$ cat config.mk
export PLATFORM = sky130hd
export DESIGN_NAME = conv5x5_window_addr_gen
export DESIGN_NICKNAME = d
export VERILOG_FILES = /design/src/rtl/conv_pkg.sv /design/src/rtl/win_pos_counter.sv /design/src/rtl/conv5x5_window_addr_gen.sv
export SDC_FILE = /design/constraint.sdc
export NUM_CORES = 1
export LEC_CHECK = 0
export BUFFER_PORTS_ARGS = -buffer_cell sky130_fd_sc_hd__buf_2
export CORE_AREA = 2 2 320 322
export DETAILED_ROUTE_END_ITERATION = 7
export DIE_AREA = 0 0 322 324
export MAX_ROUTING_LAYER = met4
export RECOVER_POWER = 100
export SLEW_MARGIN = 20
export SYNTH_ARGS = -nofsm -noshare
export SYNTH_HDL_FRONTEND = slang
export SYNTH_SLANG_ARGS = --single-unit
$ cat constraint.sdc
create_clock -name clk -period 3.5 [get_ports clk]
set_clock_uncertainty 0.2 [all_clocks]
set_input_delay 0.7 -clock clk [delete_from_list [all_inputs] [get_ports clk]]
set_output_delay 0.7 -clock clk [all_outputs]
set_load 0.1 [all_outputs]
$ cat src/rtl/conv_pkg.sv
// rtl/conv_pkg.sv - shared constants, FSM encoding and helpers for the 5x5 window address generator
//
// Purpose: kernel geometry, buffer address width, FSM state encoding and the
//          output-dimension helper used by the window address generator.
// Ports:   none (package)

package conv_pkg;

  localparam int KSIZE  = 5;
  localparam int NTAP   = KSIZE * KSIZE;
  localparam int BUF_AW = 11;

  localparam logic [1:0] ST_IDLE     = 2'd0;
  localparam logic [1:0] ST_WAIT_BUF = 2'd1;
  localparam logic [1:0] ST_RUN      = 2'd2;
  localparam logic [1:0] ST_DONE     = 2'd3;

  // Number of window positions along one axis.
  function automatic int out_dim(input int in_dim, input int k, input int stride);
    return (in_dim - k) / stride + 1;
  endfunction

endpackage

$ cat src/rtl/win_pos_counter.sv
// rtl/win_pos_counter.sv - output-pixel position counter with incremental window base address
//
// Purpose: tracks the current output pixel (ox, oy) and the buffer address of
//          its window's top-left tap, stepping in raster order on advance.
// Ports:
//   clk       in   system clock
//   rst       in   synchronous reset, active-high
//   clear     in   return to window (0,0)
//   advance   in   step to the next window in raster order
//   ox, oy    out  current output-pixel position
//   win_base  out  address of tap (0,0) of the current window
//   last_win  out  current window is the final one of the frame

module win_pos_counter
  import conv_pkg::*;
#(
  parameter int IMG_W  = 32,
  parameter int IMG_H  = 32,
  parameter int K      = 5,
  parameter int STRIDE = 1
) (
  input  logic              clk,
  input  logic              rst,
  input  logic              clear,
  input  logic              advance,
  output logic [7:0]        ox,
  output logic [7:0]        oy,
  output logic [BUF_AW-1:0] win_base,
  output logic              last_win
);

  localparam int OW = out_dim(IMG_W, K, STRIDE);
  localparam int OH = out_dim(IMG_H, K, STRIDE);

  localparam logic [BUF_AW-1:0] ROW_STEP = BUF_AW'(STRIDE * IMG_W);
  localparam logic [BUF_AW-1:0] COL_STEP = BUF_AW'(STRIDE);

  logic [BUF_AW-1:0] row_base;
  logic [BUF_AW-1:0] col_off;
  logic              last_col;

  assign last_col = (ox == 8'(OW - 1));
  assign last_win = last_col && (oy == 8'(OH - 1));

  // Both offsets are accumulated so no multiplier is needed for ox*STRIDE or oy*STRIDE*IMG_W.
  assign win_base = row_base + col_off;

  always_ff @(posedge clk) begin
    if (rst || clear) begin
      ox       <= '0;
      oy       <= '0;
      row_base <= '0;
      col_off  <= '0;
    end else if (advance) begin
      if (last_col) begin
        ox       <= '0;
        col_off  <= '0;
        oy       <= oy + 8'd1;
        row_base <= row_base + ROW_STEP;
      end else begin
        ox      <= ox + 8'd1;
        col_off <= col_off + COL_STEP;
      end
    end
  end

endmodule

$ cat src/rtl/conv5x5_window_addr_gen.sv
// rtl/conv5x5_window_addr_gen.sv - read-side 25-tap address generator sweeping a 5x5 window over one frame
//
// Purpose: walks a 5x5 window over an IMG_W x IMG_H feature map and presents all
//          25 tap addresses per output pixel with a valid/ready handshake.
// Ports:
//   clk             in   system clock
//   rst             in   synchronous reset, active-high
//   start           in   request one frame; only honoured in IDLE
//   frame_ready     in   readable bank holds a complete frame
//   out_ready       in   downstream accepts the current window
//   rd_addr_25P     out  tap j = ky*5+kx in slot [ADDR_W*j +: ADDR_W]
//   addr_valid      out  rd_addr_25P holds a valid window
//   out_col         out  output-pixel x of the current window
//   out_row         out  output-pixel y of the current window
//   busy            out  high in every state except IDLE
//   done            out  1-cycle pulse after the last window handshake
//   frame_consumed  out  1-cycle pulse, coincident with done

module conv5x5_window_addr_gen
  import conv_pkg::*;
#(
  parameter int IMG_W  = 32,
  parameter int IMG_H  = 32,
  parameter int K      = 5,
  parameter int STRIDE = 1,
  parameter int ADDR_W = 32
) (
  input  logic                 clk,
  input  logic                 rst,
  input  logic                 start,
  input  logic                 frame_ready,
  input  logic                 out_ready,
  output logic [ADDR_W*25-1:0] rd_addr_25P,
  output logic                 addr_valid,
  output logic [7:0]           out_col,
  output logic [7:0]           out_row,
  output logic                 busy,
  output logic                 done,
  output logic                 frame_consumed
);

  logic [1:0]        state;
  logic              handshake;
  logic              advance;
  logic              clear;
  logic              last_win;
  logic [BUF_AW-1:0] win_base;

  assign handshake = addr_valid & out_ready;
  // The last window is not advanced past; the counter is cleared back in IDLE instead.
  assign advance   = (state == ST_RUN) & handshake & ~last_win;
  assign clear     = (state == ST_IDLE);
  assign busy      = (state != ST_IDLE);

  win_pos_counter #(
    .IMG_W  (IMG_W),
    .IMG_H  (IMG_H),
    .K      (K),
    .STRIDE (STRIDE)
  ) u_pos (
    .clk      (clk),
    .rst      (rst),
    .clear    (clear),
    .advance  (advance),
    .ox       (out_col),
    .oy       (out_row),
    .win_base (win_base),
    .last_win (last_win)
  );

  always_ff @(posedge clk) begin
    if (rst) begin
      state          <= ST_IDLE;
      addr_valid     <= 1'b0;
      done           <= 1'b0;
      frame_consumed <= 1'b0;
    end else begin
      done           <= 1'b0;
      frame_consumed <= 1'b0;
      case (state)
        ST_IDLE: begin
          if (start) state <= ST_WAIT_BUF;
        end
        ST_WAIT_BUF: begin
          // Counter was held at (0,0) in IDLE, so window 0 is already on the address bus.
          if (frame_ready) begin
            state      <= ST_RUN;
            addr_valid <= 1'b1;
          end
        end
        ST_RUN: begin
          if (handshake && last_win) begin
            state          <= ST_DONE;
            addr_valid     <= 1'b0;
            done           <= 1'b1;
            frame_consumed <= 1'b1;
          end
        end
        default: begin
          state <= ST_IDLE;
        end
      endcase
    end
  end

  // Per-tap offsets ky*IMG_W+kx are fixed at elaboration; addresses are masked while invalid.
  for (genvar j = 0; j < NTAP; j++) begin : g_tap
    localparam logic [BUF_AW-1:0] TAP_OFF = BUF_AW'((j / KSIZE) * IMG_W + (j % KSIZE));
    logic [BUF_AW-1:0] tap;
    assign tap = win_base + TAP_OFF;
    assign rd_addr_25P[ADDR_W*j +: ADDR_W] = addr_valid ? ADDR_W'(tap) : '0;
  end

endmodule

==> out/results.ini, run 1 <==
[yosys]
synth_cell_types=44
syn_avg_cell_area_um2=7.09
synth_cells=1301
ys_ff_latch=37
ys_seq_area_share_pct=8.02
synth_top_cell_by_area=buf_4
synth_top_area_share_pct=52.9
synthArstFlopShare_pct=0
synth_edf_count=0
syn_area_um2=9230
ys_top_cells_by_area=buf_4 (53%), dfxtp_1 (8.0%), nor2_1 (7.1%), xnor2_1 (6.2%), xor2_1 (5.6%)
yosysWarnings=0
synth_top_flop_cell=dfxtp_1

[die]
dieHeight_um=324
rows=117
die_w_um=322
die_area_um2=104000
start_util_pct=9.14
core_area_um2=101000
pin_count=825

[grt]
gr-usage-all-layers_pct=7.50
grt_first_pass_wirelength_um=51700
globalRouteOverflowTotal=0
grt_max_degree=56
grt_pass1_vias=6290
antenna_found_initial=2

[hold_path]
hold_start=u_pos.ox[1]
hp-class=reg2reg

[critical_path]
rr_startpoint=u_pos.ox[0]
cp.required_ps=2600
crit_start=u_pos.row_base[5]
crit_fanout=5
crit_arrival_ps=2940
critical_path.endpoint_type=primary output
criticalPathCategory=reg2out
crit_path_start_kind=flip-flop

[placed_design]
place_area_um2=14800
hpwl_um=34500
dp_cells=2827
portBuffers=299
gp_congestion=0.746
pre_cts_slack_ps=-209

[sta]
timing.final.max_slew_violations=0
grt_setup_unrepaired=yes
setup_tns_ps=-13720
worst_slack_ps=-336
hold_viol_final=0
layout_min_cycle_time_ps=3840
worst_pin_slew_ps=1400
relSlewSlack_pct=7.28
setup_viol=83
fin_crit_sh_pct=110
max_freq_mhz=261

[route]
wirelength_um=42400
ant_nets=0
drtIter0Drc=183
dr.pass1.iters=4
wire_per_inst_um=14.8
drt-vias-per-instance=2.59
drc=0
vias=7429

[status]
violations=negative setup slack
status=finished, violations left

[clock_tree]
clock_latency_ps=310
clock_sinks=37
cts_tree=yes
clk_pin_slew_worst_paths_ps=70
clock_path_buffers=2
cts-root-buf=clkbuf_16
cts_made_buffers=5
htreeDepth=2

[job]
cap_violations=0

[layout]
final-instance-count-excl-fill=2867
fillerInstances=11400
fin_area_um2=15300
final_util_pct=15.2
area_growth_pct=65.9
drive_gt1_share_pct=42.1
final_nets=1587

[pwr]
p_leak_nw=6.03
peakVddDrop_mv=0.330
power.density_nw_per_um2=376

-- cell type report --
type / count / area, µm² / area share (%)
multi-input combinational: 1078 / 7180 / 46.9
timing repair buffer: 423 / 5510 / 36.0
tap: 1309 / 1640 / 10.7
sequential: 37 / 752 / 4.91
clock buffer: 7 / 143 / 0.932
inverter: 11 / 61.3 / 0.400
clock inverter: 1 / 30.0 / 0.196
antenna: 1 / 2.50 / 0.0163
-- critical path: stages (launching register included) --
cell	delay (ps)
dfxtp_2	340
ha_4	160
fa_2	390
a211oi_4	270
nor3b_2	140
or4b_4	620
nor2_1	170
xor2_1	260
nor2_4	80
buf_12	170
-- repair_timing --
action | in CTS | in global routing
pin swaps | 20 | 21
cloned | 2 | 2
resized for setup | 95 | 92
hold buffers | 0 | 0
buffers inserted | 16 | 11
setup endpoints to repair | 104 | 96
-- cells in the mapped netlist (all sizes together), types with 10 or more instances --
library cell / number
buf: 667
nor2: 175
xnor2: 66
xor2: 59
nand2: 45
dfxtp: 37
a21oi: 36
clkbuf: 34
and2: 28
ha: 25
o21ai: 19
nor3: 16
or3: 13
and3: 12
nand3: 11
inv: 10
-- cell usage in the layout (no fill, tap or decap), drive strengths merged, types with 19 or more instances in the layout --
cell type  netlist  routed
xnor2           66      66
o21ai           19      19
a21oi           36      36
conb             1     525
xor2            59      59
and2            28      28
buf            667     313
ha              25      25
nand2           45      45
clkbuf          34     115
dfxtp           37      37
nor2           175     175
-- power breakdown --
group	leakage (nW)	switching (W)	internal (W)	total (W)
sequential	0.301	0.0000134	0.000435	0.000448
combinational	5.65	0.00423	0.000494	0.00472
clock	0.0841	0.000224	0.000358	0.000581
total	6.03	0.00446	0.00129	0.00575
-- final timing paths --
| check | endpoint | slack, ps | cells past startpoint |
|---|---|---|---|
| worst min-delay path | u_pos.ox[1] | 310 | 2 |
| worst min register to register | u_pos.ox[1] | 310 | 2 |
| worst max-delay path | rd_addr_25P[554] | -340 | 9 |
| worst max register to register | u_pos.col_off[7] | 390 | 5 |
-- logic make-up after synthesis --
| kind of cell | after synthesis | synth area share, % |
|---|---|---|
| muxes | 3 | 0.325 |
| xor gates and xnor gates | 125 | 11.9 |
| DFF | 37 | 8.02 |
| other | 1 | 0.0406 |
| AOI/OAI and AO/OA | 75 | 4.54 |
| adders and majority gates | 26 | 3.61 |
| and+or+nand+nor | 322 | 15.7 |
| buffers and inverters | 712 | 55.8 |
-- per-stage QoR --
stage	power, W	hold WS, ps
after floorplan	0.00505	290
after global placement	0.00542	281
after detailed placement	0.00543	296
after CTS	0.00604	307
after global routing	0.00592	332
final	0.00575	306
-- registers in the layout, indices dropped and copies added (netlist names) --
name / flops
u_pos.row_base: 6
u_pos.oy: 8
state: 2
frame_consumed: 1
u_pos.col_off: 11
u_pos.ox: 8
addr_valid: 1
-- layer usage --
| metal | vias to the layer above | part of all wire (%) | global-route usage, % |
|---|---|---|---|
| met5 | - | 0 | - |
| met4 | 0 | 0.74 | 1.24 |
| met3 | 13 | 7.6 | 1.50 |
| met2 | 456 | 49 | 12.4 |
| met1 | 3566 | 43 | 9.53 |
| li1 | 3394 | - | - |
(Power assumes the default switching activity.)
==> run 2: changes to the inputs <==
- CORE_AREA: 2 2 320 322 -> 2 2 322 324
- DIE_AREA: 0 0 322 324 -> 0 0 324 326
- clock period: 3.5 -> 4.45 ns (I/O delays scaled with it)
==> out/results.ini, run 2 (synthesized netlist as in run 1, its figures left out) <==
[critical_path]
crit_path_start_kind=flip-flop
crit_arrival_ps=3210  ; +270 ps
rr_endpoint=u_pos.col_off[3]
cp.required_ps=3360  ; +760 ps
worst-r2r-cell-count=6  ; +1
reg2reg_slack_ps=620  ; +230 ps
critical_path.endpoint_type=primary output
crit_fanout=32  ; +27
rr_startpoint=addr_valid
criticalPathCategory=reg2out

[hold_path]
hp-class=reg2reg
min_path_cells=2  ; unchanged
hold_end=u_pos.ox[1]
hold_start=u_pos.ox[1]

[layout]
area_growth_pct=19.6
fillerInstances=12000  ; +5.1%
reg_top3=u_pos.col_off (11), u_pos.ox (8), u_pos.oy (8)
largest_reg_flops=11  ; unchanged
final_cell_mix=conb_1 (525), clkbuf_2 (115), nor2_1 (101), clkbuf_1 (81), xnor2_1 (65)
final_nets=1496  ; -5.7%
drive_gt1_share_pct=24.9  ; -17 points
layout_commonest_cell=conb_1
top_register=u_pos.col_off

[placed_design]
pre_cts_slack_ps=308  ; +517 ps
portBuffers=299  ; unchanged
hpwl_um=34000  ; -1.6%
gp_congestion=0.706  ; -5.4%

[clock_tree]
ctsHoldBuffers=0  ; unchanged
postCtsSetupRepairBufs=0  ; -16
htreeDepth=2  ; unchanged
cts-root-buf=clkbuf_16
clock_path_buffers=2  ; unchanged
cts_tree=yes
clk_pin_slew_worst_paths_ps=60  ; about the same
clock_latency_ps=310  ; about the same
cts_made_buffers=5  ; unchanged
clock_sinks=37  ; unchanged

[sta]
worst_slack_ps=152  ; +487 ps
fin_crit_sh_pct=96.6
max_freq_mhz=233
worst_pin_slew_ps=1310  ; -86.2 ps
grt_setup_unrepaired=no
hold-worst-slack_ps=305  ; -0.945 ps
timing.final.max_slew_violations=0  ; unchanged
relSlewSlack_pct=13.0  ; +5.7 points
layout_min_cycle_time_ps=4300
setup_viol=0  ; -100%
hold_viol_final=0  ; unchanged

[pwr]
finalPower_w=0.00422  ; -27%
power.density_nw_per_um2=382  ; +1.7%
p_leak_nw=4.62  ; -23%
peakVddDrop_mv=0.255  ; -23%

[route]
ant_nets=0  ; unchanged
drt-vias-per-instance=2.47  ; -4.8%
drtIter0Drc=222  ; +21%
vias=7032  ; -5.3%
drc=0  ; unchanged
dr.pass1.iters=4  ; unchanged
wire_per_inst_um=14.2  ; -3.8%
wirelength_um=40500  ; -4.4%

[grt]
grt_pass1_vias=5624  ; -11%
grt_first_pass_wirelength_um=49500  ; -4.1%
gr-usage-all-layers_pct=7.25  ; -0.25 points
globalRouteOverflowTotal=0  ; unchanged
grt_max_degree=87  ; +55%
antenna_found_initial=5  ; +3

[die]
rows=118  ; +0.85%
dieHeight_um=326  ; +0.62%
core_area_um2=103000  ; +1.6%
die_area_um2=106000  ; +1.2%
die_w_um=324  ; +0.62%
pin_count=825  ; unchanged
start_util_pct=9.00  ; -0.14 points

[job]
cap_violations=0  ; unchanged

[status]
status=finished, final reports clean

-- run 2: cell count changes in the layout (fill, tap and decap cells not counted), moves of 17 or more --
cell | before | now
buf_12 | 203 | 47
nor2_4 | 99 | 20
clkbuf_2 | 55 | 115
nor2_1 | 49 | 101
buf_4 | 79 | 35
clkbuf_1 | 49 | 81
xnor2_1 | 34 | 65
xnor2_2 | 28 | 0
nor2_2 | 27 | 54
xor2_2 | 22 | 2
xor2_1 | 37 | 56
a21oi_4 | 21 | 4
clkbuf_4 | 3 | 20
-- run 2: metal layers --
| layer | vias up | track usage, % | wire length (µm) |
|---|---|---|---|
| li1 | 3213 | - | - |
| met1 | 3303 | 9.20 | 17200 |
| met2 | 491 | 11.9 | 19800 |
| met3 | 25 | 1.38 | 3040 |
| met4 | 0 | 1.43 | 515 |
| met5 | - | - | 0 |
-- run 2: worst max-delay path by stage --
| stage | from | endpoint | slack (ps) | cells after the start |
|---|---|---|---|---|
| after floorplan | addr_valid | rd_addr_25P[129] | -580 | 6 |
| after global placement | u_pos.row_base[7] | rd_addr_25P[554] | 340 | 9 |
| after detailed placement | u_pos.row_base[7] | rd_addr_25P[554] | 310 | 9 |
| after CTS | u_pos.col_off[5] | rd_addr_25P[554] | 10 | 9 |
| after global routing | u_pos.col_off[5] | rd_addr_25P[137] | 10 | 9 |
| final | u_pos.col_off[5] | rd_addr_25P[137] | 150 | 9 |
-- run 2: cell type report --
type | count | area (µm²) | area share, %
Multi-Input combinational cell | 1077 | 5770 | 52.3
Clock inverter | 2 | 37.5 | 0.340
Antenna cell | 4 | 10.0 | 0.0907
Clock buffer | 6 | 139 | 1.26
Tap cell | 1380 | 1730 | 15.6
Timing Repair Buffer | 333 | 2560 | 23.2
Sequential cell | 37 | 741 | 6.71
Inverter | 11 | 48.8 | 0.442
-- run 2: what timing repair did --
action | CTS | global route
cloned | 0 | 1
pin swaps | 1 | 1
setup endpoints to repair | 1 | 28
gates resized for setup | 1 | 15
-- run 2: worst max-delay path: stages, from the launching register on --
cell      delay [ps]
dfxtp_1          350
ha_1             250
fa_2             400
a211oi_2         320
o21bai_1         200
nor2b_4          250
buf_12           220
or3_1            390
a21oi_1          250
buf_12           210
-- run 2: power by group --
| part | internal (W) | switching [W] |
|---|---|---|
| registers | 0.000342 | 0.00000900 |
| logic | 0.000197 | 0.00321 |
| clock network | 0.000280 | 0.000176 |
| total | 0.000820 | 0.00340 |
-- run 2: through the flow --
step | utilization [%] | instances | TNS [ps] | instance area, µm²
6_report | 10.8 | 2850 | 0 | 11000
5_1_grt | 10.7 | 2846 | 0 | 11000
4_1_cts | 11.9 | 2844 | 0 | 12200
3_5_place_dp | 11.7 | 2836 | 0 | 12000
3_3_place_gp | 11.7 | 2836 | 0 | 12000
2_1_floorplan | - | 1825 | -17960 | 11600
==> run 3: changes to the inputs <==
- CTS_BUF_LIST: not set -> sky130_fd_sc_hd__clkbuf_16
==> out/results.ini, run 3 (synthesized netlist as in run 1, its figures left out) <==
[layout]
final-instance-count-excl-fill=2850  ; unchanged
drive_gt1_share_pct=24.8  ; -0.068 points
multi_input_area_um2=5770  ; unchanged
seqCellArea_um2=741  ; unchanged
largest_reg_flops=11  ; unchanged
fillerInstances=12000  ; unchanged
final_nets=1496  ; unchanged
layout_commonest_cell=conb_1
final_util_pct=10.7  ; -0.015 points
top_register=u_pos.col_off
area_growth_pct=19.4
final_cell_mix=conb_1 (525), clkbuf_2 (115), nor2_1 (101), clkbuf_1 (81), xnor2_1 (65)
reg_top3=u_pos.col_off (11), u_pos.ox (8), u_pos.oy (8)
fin_area_um2=11000  ; -0.14%

[critical_path]
crit_arrival_ps=3210  ; about the same
rr_endpoint=u_pos.col_off[3]
criticalPathCategory=reg2out
crit_path_start_kind=flip-flop
path_buf_inv=2  ; unchanged
critical-path-slowest-cell=fa_2
critPathMostFrequentCell=buf_12
path_depth=9  ; unchanged
critical_path.endpoint_type=primary output
crit_fanout=32  ; unchanged
critPathCapture=rd_addr_25P[137]
cp.required_ps=3360  ; about the same
critPathTopFamily=compound AO/OA/AOI/OAI gates
worst-r2r-cell-count=6  ; unchanged
cp_cell_sequence=ha_1, fa_2, a211oi_2, o21bai_1, nor2b_4, buf_12, or3_1, a21oi_1, buf_12
rr_startpoint=addr_valid
slowest_delay_ps=400  ; about the same
crit_start=u_pos.col_off[5]
reg2reg_slack_ps=640  ; +20 ps

[grt]
grt_first_pass_wirelength_um=49500  ; unchanged
gr-usage-all-layers_pct=7.25  ; unchanged
grt_pass1_vias=5624  ; unchanged
met3_usage_pct=1.38  ; unchanged
grt_util_met2_pct=11.9  ; unchanged
grt_max_degree=87  ; unchanged
globalRouteOverflowTotal=0  ; unchanged
busiest_layer=met2
use_met1_pct=9.20  ; unchanged
antenna_found_initial=5  ; unchanged

[placed_design]
gp_congestion=0.706  ; unchanged
portBuffers=299  ; unchanged
place_area_um2=12000  ; unchanged
hpwl_um=34000  ; unchanged
pre_cts_slack_ps=308  ; unchanged
dp_cells=2836  ; unchanged

[clock_tree]
clock_path_buffers=2  ; unchanged
clock_sinks=37  ; unchanged
cts_tree=yes
ctsHoldBuffers=0  ; unchanged
cts_made_buffers=5  ; unchanged
postCtsSetupRepairBufs=0  ; unchanged
clk_pin_slew_worst_paths_ps=60  ; about the same
htreeDepth=2  ; unchanged
cts-root-buf=clkbuf_16
clock_latency_ps=310  ; about the same

[pwr]
p_leak_nw=4.62  ; -0.14%
power.density_nw_per_um2=381  ; -0.31%
peakVddDrop_mv=0.255  ; about the same

[die]
dieHeight_um=326  ; unchanged
die_w_um=324  ; unchanged
core_area_um2=103000  ; unchanged
die_area_um2=106000  ; unchanged
start_util_pct=9.00  ; unchanged
pin_count=825  ; unchanged
rows=118  ; unchanged

[sta]
grt_setup_unrepaired=no
fin_crit_sh_pct=96.5  ; about the same
timing.final.max_slew_violations=0  ; unchanged
hold_viol_final=0  ; unchanged
max_freq_mhz=233  ; about the same
worst_pin_slew_ps=1310  ; unchanged
relSlewSlack_pct=13.0  ; unchanged
setup_viol=0  ; unchanged
worst_slack_ps=154  ; +1.91 ps
layout_min_cycle_time_ps=4300  ; -1.91 ps
hold-worst-slack_ps=305  ; unchanged

[route]
drtIter0Drc=222  ; unchanged
wirelength_um=40500  ; about the same
ant_nets=0  ; unchanged
dr.pass1.iters=4  ; unchanged
vias=7036  ; +0.057%
drc=0  ; unchanged
drt-vias-per-instance=2.47  ; about the same
wire_per_inst_um=14.2  ; about the same

[hold_path]
hp-class=reg2reg

[status]
status=finished, final reports clean

[job]
cap_violations=0  ; unchanged

[run 3: tightest hold or removal path, cell delays in order (launching register included)]
cell     delay, ps
dfxtp_1        340
nand2_1         60
a21oi_1         60
[run 3: worst min path at each step]
stage,from,to,slack (ps),cells past startpoint
6_report,u_pos.ox[1],u_pos.ox[1],310,2
5_1_grt,u_pos.ox[1],u_pos.ox[1],360,2
2_1_floorplan,state[1],state[1],290,2
4_1_cts,u_pos.ox[1],u_pos.ox[1],310,2
3_3_place_gp,u_pos.ox[1],u_pos.ox[1],290,2
3_5_place_dp,u_pos.ox[1],u_pos.ox[1],300,2
[run 3: power breakdown]
| part | switching, W | total [W] | internal, W |
|---|---|---|---|
| combinational | 0.00321 | 0.00341 | 0.000197 |
| clock | 0.000175 | 0.000438 | 0.000263 |
| sequential | 0.00000900 | 0.000351 | 0.000342 |
| total | 0.00339 | 0.00420 | 0.000802 |
[run 3: per-layer routing]
metal	wire, µm	share of wire (%)
met4	515	1.3
met5	0	0
met2	19800	49
met1	17200	42
met3	3040	7.5
[run 3: area by class of cell]
| class | instances | area share [%] |
|---|---|---|
| Multi-Input combinational cell | 1077 | 52.4 |
| Timing Repair Buffer | 333 | 23.2 |
| Tap cell | 1380 | 15.7 |
| Sequential cell | 37 | 6.72 |
| Clock buffer | 5 | 1.14 |
| Inverter | 11 | 0.443 |
| Clock inverter | 3 | 0.375 |
| Antenna cell | 4 | 0.0908 |
[run 3: repair_timing]
action | 4_1_cts | 5_1_grt
cloned | 0 | 1
pin swaps | 1 | 1
endpoints found under the setup margin | 1 | 28
gates resized for setup | 1 | 15
[run 3: metrics by stage]
stage	power, W	TNS (ps)
3_3_place_gp	0.00382	0
3_5_place_dp	0.00383	0
5_1_grt	0.00433	0
6_report	0.00420	0
4_1_cts	0.00430	0
2_1_floorplan	0.00387	-17960
